## src/rtl/fht_input_loader_pkg.sv

```systemverilog
// Shared FHT defines: frame geometry, bank count and bank one-hot decode.
// Used by both the input loader and the FHT controller.
package fht_input_loader_pkg;

    localparam int FHT_A_BIT    = 8;
    localparam int FHT_BANKS    = 4;
    localparam int FHT_BANK_BIT = 2;
    localparam int FHT_N        = FHT_BANKS << FHT_A_BIT;

    function automatic int fht_frame_len(input int a_bit);
        return FHT_BANKS << a_bit;
    endfunction

    function automatic logic [FHT_BANKS-1:0] fht_bank_sel(input logic [FHT_BANK_BIT-1:0] bank);
        return {{(FHT_BANKS-1){1'b0}}, 1'b1} << bank;
    endfunction

endpackage

```

## src/rtl/fht_input_loader_bit_rev.sv

```systemverilog
// Combinational bit-reverser: rev_dat[i] = bits_dat[W-1-i].
// Zero latency, no flow control.
module fht_bit_rev #(
    parameter int W = 10
) (
    input  logic [W-1:0] bits_dat,
    output logic [W-1:0] rev_dat
);

    for (genvar i = 0; i < W; i++) begin : g_rev
        assign rev_dat[i] = bits_dat[W-1-i];
    end

endmodule

```

## src/rtl/fht_input_loader.sv

```systemverilog
// Loads a natural-order sample stream into four RAM banks in bit-reversed order,
// then hands the frame to the FHT controller (1-cycle registered write, oSTART after last write).
// Backpressure: oREADY is high only in LOAD; samples offered at any other time are dropped.
module fht_input_loader
    import fht_input_loader_pkg::*;
#(
    parameter int A_BIT = FHT_A_BIT,
    parameter int D_BIT = 16
) (
    input  logic                 iCLK,
    input  logic                 iRESET,
    input  logic                 iVALID,
    input  logic [D_BIT-1:0]     iDATA,
    output logic                 oREADY,
    input  logic                 iFHT_RDY,
    output logic                 oSTART,
    output logic [FHT_BANKS-1:0] oWE,
    output logic [A_BIT-1:0]     oADDR_WR,
    output logic [D_BIT-1:0]     oDATA,
    output logic                 oBUSY
);

    localparam int NW = A_BIT + FHT_BANK_BIT;
    localparam logic [NW-1:0] N_LAST = NW'(fht_frame_len(A_BIT) - 1);

    localparam logic [1:0] ST_LOAD      = 2'd0;
    localparam logic [1:0] ST_START     = 2'd1;
    localparam logic [1:0] ST_WAIT_ACK  = 2'd2;
    localparam logic [1:0] ST_WAIT_DONE = 2'd3;

    logic [1:0]    state;
    logic [NW-1:0] cnt;
    logic [NW-1:0] rev;
    logic          accept;

    // Ready is masked during reset so every output reads 0 while iRESET is high.
    assign oREADY = (state == ST_LOAD) && !iRESET;
    assign oBUSY  = (state != ST_LOAD);
    assign accept = iVALID && oREADY;

    fht_bit_rev #(.W(NW)) u_bit_rev (
        .bits_dat (cnt),
        .rev_dat  (rev)
    );

    always_ff @(posedge iCLK or posedge iRESET) begin
        if (iRESET) begin
            state <= ST_LOAD;
            cnt   <= '0;
        end else begin
            case (state)
                ST_LOAD: begin
                    if (accept) begin
                        cnt <= (cnt == N_LAST) ? '0 : cnt + 1'b1;
                        if (cnt == N_LAST) state <= ST_START;
                    end
                end
                ST_START:     state <= ST_WAIT_ACK;
                ST_WAIT_ACK:  if (!iFHT_RDY) state <= ST_WAIT_DONE;
                ST_WAIT_DONE: if (iFHT_RDY) state <= ST_LOAD;
                default:      state <= ST_LOAD;
            endcase
        end
    end

    // oSTART is registered off START, so it lands one cycle after the final oWE.
    always_ff @(posedge iCLK or posedge iRESET) begin
        if (iRESET) begin
            oWE      <= '0;
            oADDR_WR <= '0;
            oDATA    <= '0;
            oSTART   <= 1'b0;
        end else begin
            oWE    <= '0;
            oSTART <= (state == ST_START);
            if (accept) begin
                oWE      <= fht_bank_sel(rev[NW-1:A_BIT]);
                oADDR_WR <= rev[A_BIT-1:0];
                oDATA    <= iDATA;
            end
        end
    end

endmodule

```

## config.mk

```make
export PLATFORM = sky130hd
export DESIGN_NAME = fht_input_loader
export DESIGN_NICKNAME = d
export VERILOG_FILES = /design/src/rtl/fht_input_loader_pkg.sv /design/src/rtl/fht_input_loader_bit_rev.sv /design/src/rtl/fht_input_loader.sv
export SDC_FILE = /design/constraint.sdc
export NUM_CORES = 1
export LEC_CHECK = 0
export BUFFER_PORTS_ARGS = -buffer_cell sky130_fd_sc_hd__buf_4
export CAP_MARGIN = 5
export CORE_MARGIN = 4
export CORE_UTILIZATION = 45
export DETAILED_ROUTE_END_ITERATION = 12
export GPL_TIMING_DRIVEN = 0
export PLACE_DENSITY = 0.73
export SLEW_MARGIN = 5
export SYNTH_ARGS = -nofsm -noshare
export SYNTH_HDL_FRONTEND = slang
export SYNTH_HIERARCHICAL = 1
export SYNTH_SLANG_ARGS = --single-unit
```

## constraint.sdc

```tcl
create_clock -name iCLK -period 1.75 [get_ports iCLK]
set_input_delay 0 -clock iCLK [delete_from_list [all_inputs] [get_ports iCLK]]
set_output_delay 0 -clock iCLK [all_outputs]
set_load 0.05 [all_outputs]
```

# ---- Word-level counts from Yosys, hierarchy flattened
# Index checks and enable logic that the tools add are counted.
dict set report word_totals {
  regBits 41
  inputBits 20
  out_inout_bits 31
  word_cells 30
}
dict set report op_classes {
  addsub 1
  eq_ne 8
  shifts 1
  n_mux 7
  reduce_logical 7
}
# cell n
set ops {}
lappend ops {{adder 10 x 1 -> 10 bit, second input constant} 1}
lappend ops {{equality test 10 bit, second input constant} 1}
lappend ops {{two-way mux 10 bit} 1}
lappend ops {{two-way mux 2 bit} 4}
lappend ops {{one-hot mux 2 bit (4 select lines)} 1}
lappend ops {{!= test 2 bit, second input constant} 3}
lappend ops {{equality test 2 bit, second input constant} 2}
lappend ops {{two-way mux 4 bit} 1}
lappend ops {{AND reduction 4 bit} 1}
lappend ops {{left shift 1 x 2 -> 4 bit, first input constant} 1}
lappend ops {{equality test 2 x 1 -> 1 bit, second input constant} 1}
lappend ops {{logical AND 1 bit} 2}
lappend ops {{logical NOT 2 bit} 1}
lappend ops {{!= test 2 x 1 -> 1 bit, second input constant} 1}
lappend ops {{AND reduction 2 bit} 1}
lappend ops {{nonzero test 2 bit} 1}
lappend ops {{logical NOT 1 bit} 1}

# ---- Longest topological paths before layout
dict set report depth {
  ltp_word 5
  mapped_depth 7
}

# ---- Hierarchy
# Netlist, hierarchy kept.
# module n_inst cells_each area_per_inst_um2 seq_area_each_um2
set modules_own_cells {}
lappend modules_own_cells {fht_input_loader 1 180 1764.2 1026.0}
lappend modules_own_cells {fht_bit_rev 1 10 75.1 0.0}

# ---- Worst setup path before layout
# OpenSTA, ideal clock, no wires.
dict set report synth_timing {
  kind {register to register}
  startpoint {register state[0]}
  endpoint {register state[1]}
  setup_time_ps 125
  t_arrival_ps 1574
  path_slack_ps 51
  path_stages_with_launch 7
  synth_period_minus_slack_ps 1699
  path_cell_list {dfrtp_1 -> inv_1 -> ha_1 -> nand3b_4 -> nor4_4 -> o21ai_2 -> mux2_4}
}
dict set report synth_between {
  elab_chain_len 5
}
# item line
set synth_lines {}
lappend synth_lines {{start: declaration} fht_input_loader.sv:31} ;# logic [1:0] state;
lappend synth_lines {{start signal: assignment} fht_input_loader.sv:48} ;# state <= ST_LOAD;
lappend synth_lines {{start signal: assignment} fht_input_loader.sv:55} ;# if (cnt == N_LAST) state <= ST_START;
lappend synth_lines {{start signal: assignment} fht_input_loader.sv:58} ;# ST_START: state <= ST_WAIT_ACK;
lappend synth_lines {{logical NOT 2 bit} {fht_input_loader.sv:37, fht_input_loader.sv:51}}
lappend synth_lines {{logical AND 1 bit} fht_input_loader.sv:37} ;# assign oREADY = (state == ST_LOAD) && !iRESET;
lappend synth_lines {{logical AND 1 bit} fht_input_loader.sv:39} ;# assign accept = iVALID && oREADY;
lappend synth_lines {{!= test 2 bit (no source line)} -}
lappend synth_lines {{AND reduction 4 bit (no source line)} -}
# Several ways; a longest one is shown, not always the timed one.
# A chain may end at the register's enable or synchronous reset.

# ---- Final worst setup path
dict set report layout_timing {
  startpoint {register state[1]}
  endpoint {register state[1]}
}
# The elaborated chain is that of the path after synthesis.

==> key figures <==
Power
  • Largest vdd supply drop: 0.9288 mV
  • Clock share of power: 13.1%
  • Comb power frac: 52.1%
  • Int Power: 2286 uW
  • Switch Pwr: 1910 uW
  • Share of total power in sequential cells: 34.8%
  • Leak: 0.001404 uW
  • Cell Pwr Density: 1623 nW/um^2
  • Sw Share: 45.52%

Placed design
  • Pre-CTS WS: -0.1222 ns
  • I/O Buffers: 50
  • GP Congestion: 0.7719
  • DP Cell Count: 288
  • DP HPWL: 2473 um

Route
  • Detailed Route Iter0 Violations: 77
  • Vias per cell: 4.546
  • ANT nets after route: 0
  • Post-Route WL: 3702 um
  • Wirelength per Cell: 11.68 um
  • Number of remaining DRC errors: 0
  • Vias: 1441
  • TritonRoute pass-1 iters: 4

Die
  • Core Region: 3799 um^2
  • Ports: 51
  • Die Ht: 71.93 um
  • Die area: 5174 um^2
  • Row count: 22
  • Die Wd: 71.93 um
  • Initial Util: 48.42%

Timing
  • Final worst setup slack: 0.02575 ns
  • Final Slew Violations: 0
  • Hold Violations, Final: 0
  • Skew final: 0.005388 ns
  • Worst Tran Pin Value: 0.8287 ns
  • Max-slew headroom: 44.67%
  • Crit share post-route: 98.53%
  • Clock period minus worst slack: 1.724 ns
  • Fmax: 580.0 MHz
  • Final Setup Violations: 0

CTS
  • CTS tree: done
  • Root Buffer: clkbuf_8
  • Clock slew at reported path FFs: 0.07 ns
  • CTS Buf Count: 5
  • Htree depth: 2
  • Sink Count: 41
  • CTS Buffer Depth: 2
  • Worst-skew pair later-pin latency: 0.28 ns

Critical path
  • CP Class: register to register
  • Max stage delay on crit path: 0.42 ns
  • Req. time, crit path: 1.92 ns
  • Crit-path slowest cell: dfrtp_1
  • CP max FO: 4
  • Worst path arrival time: 1.89 ns
  • Crit end category: register
  • Critical path cell sequence: inv_2 > ha_4 > nand3b_4 > nor4_4 > o21ai_2 > mux2_4
  • CP startpoint kind: register

Global route
  • First-pass GRT wire length: 6265 um
  • Vias in the first global route: 1439
  • Total track usage: 15.26%
  • Largest net degree at the start of global routing: 42
  • Total gr overflow: 0
  • Initial antenna violation count: 0

Yosys
  • Post-Syn Instances: 190
  • Count leader, synth: nand2_1
  • Largest family of logic cells by synthesized area: simple AND/OR/NAND/NOR gates
  • Synth unique cells: 31
  • Register area share after synthesis: 55.78%
  • Yosys top cell by area: dfrtp_1
  • Adder-cell share of the synthesized area: 4.082%
  • Largest cells by area after synthesis: dfrtp_1, nand2_1, buf_4
  • Simple-Gate Fraction of Synth Area: 25.37%
  • Syn Nets: 216
  • Share of the synthesized area in the top cell type: 55.78%
  • Synthesized area per cell: 9.680 um^2
  • Post-synthesis mux area share: 2.449%
  • Post-Synth XOR/XNOR Area: 2.857%
  • Ys async rst share: 100.0%
  • Dominant synthesized flop cell: dfrtp_1
  • Compound-gate portion of the synthesized area: 2.177%
  • Post-synth top cells: nand2_1, dfrtp_1, buf_4, inv_1, nor2_1
  • Number of synthesized register bits: 41
  • Number of synthesized flops with an enable pin: 0
  • Synthesized area: 1839 um^2
  • Synth warnings: 6

Finish
  • Area of the multi-input gates: 696.9 um^2
  • Register area: 1026 um^2
  • Nets: 296
  • Antenna Cells: 0
  • Final Instance Count excl. Fillers: 317
  • Share of cells above drive strength 1: 32.34%
  • Fill cell count: 316
  • Area growth, synth to finish: 40.54%

Min path
  • Worst Hold Class: primary input to register

Run status
  • Status: complete, no violations

Run
  • Max Cap Viol: 0
cell type report:
type,instances,area share (%)
multi-input cells,124,26.96
clock buffers,5,2.662
plain buffers,17,4.163
well taps,48,2.323
repair buffers,73,22.85
inverters,8,1.162
clock inverters,1,0.1936
flip-flops and latches,41,39.69
final timing paths:
check / start / endpoint / slack, ns / cells after the start
max: state[1] / state[1] / 0.03 / 6
min: iFHT_RDY / state[1] / 0.13 / 4
max reg2reg: state[1] / state[1] / 0.03 / 6
min reg2reg: oADDR_WR[7] / oADDR_WR[7] / 0.48 / 2
max in group asynchronous: iRESET / oDATA[3] / 0.76 / 3
min in group asynchronous: iRESET / cnt[2] / 0.46 / 3
logic make-up after synthesis:
logic type,after synthesis
buf+inv,25
compound gates,6
fa+ha+maj,6
simple gates,102
flops,41
xor+xnor,6
mux,4
state kept, by name, indices dropped and copies added (netlist names):
signal,count
oADDR_WR,8
cnt,10
state,2
oSTART,1
oWE,4
oDATA,16
worst max-delay path, delay by kind of cell (launching register included):
kind,cells,cell delay [ns]
compound gates,1,0.13
fa+ha+maj,1,0.15
buf+inv,1,0.11
flops,1,0.42
mux,1,0.30
simple gates,2,0.49
cell usage in the layout (no fill, tap or decap), types with 2 or more instances in the layout:
cell	n
nand2_1	78
mux2i_1	3
dfrtp_1	41
or2_1	2
clkbuf_8	5
nor3_1	2
dlygate4sd3_1	17
buf_2	3
nand4_1	2
ha_1	5
xor2_1	2
nor2_1	8
xnor2_1	4
clkbuf_2	2
buf_4	66
inv_1	5
inv_2	3
per-layer routing:
layer  global-route usage [%]  wire length [um]  vias to the layer above
met4                    6.263                45                        0
met2                    25.61              1794                       34
met1                    19.01              1655                      663
met3                    3.463               206                        5
li1                         -                 -                      739
met5                        0                 0                        -
stage by stage:
stage          hold slack, ns  total power [uW]  setup TNS [ns]  utilization [%]  instance area, um^2
2_1_floorplan          0.1054              2903               0                -                 1839
3_3_place_gp           0.1898              3461         -0.1059            59.88                 2275
3_5_place_dp           0.1960              3504         -0.1686            59.88                 2275
4_1_cts               0.07217              4106               0            66.60                 2530
5_1_grt                0.1275              4435        -0.03836            68.05                 2585
6_report               0.1260              4196               0            68.05                 2585
what timing repair did:
action,in CTS,in global routing
gates resized for setup,5,3
setup endpoints to repair,19,15
pin swaps,1,2
hold endpoints to repair,57,0
buffers inserted,0,6
hold buffers,17,0
power by group through the flow:
stage          Combinational (uW)  Clock, uW  Sequential, uW
2_1_floorplan                 648          0            2250
3_3_place_gp                 2000          0            1460
3_5_place_dp                 2040          0            1470
4_1_cts                      2080        566            1460
5_1_grt                      2330        601            1500
6_report                     2190        550            1460
No activity file was read; power rests on OpenSTA's default activity.
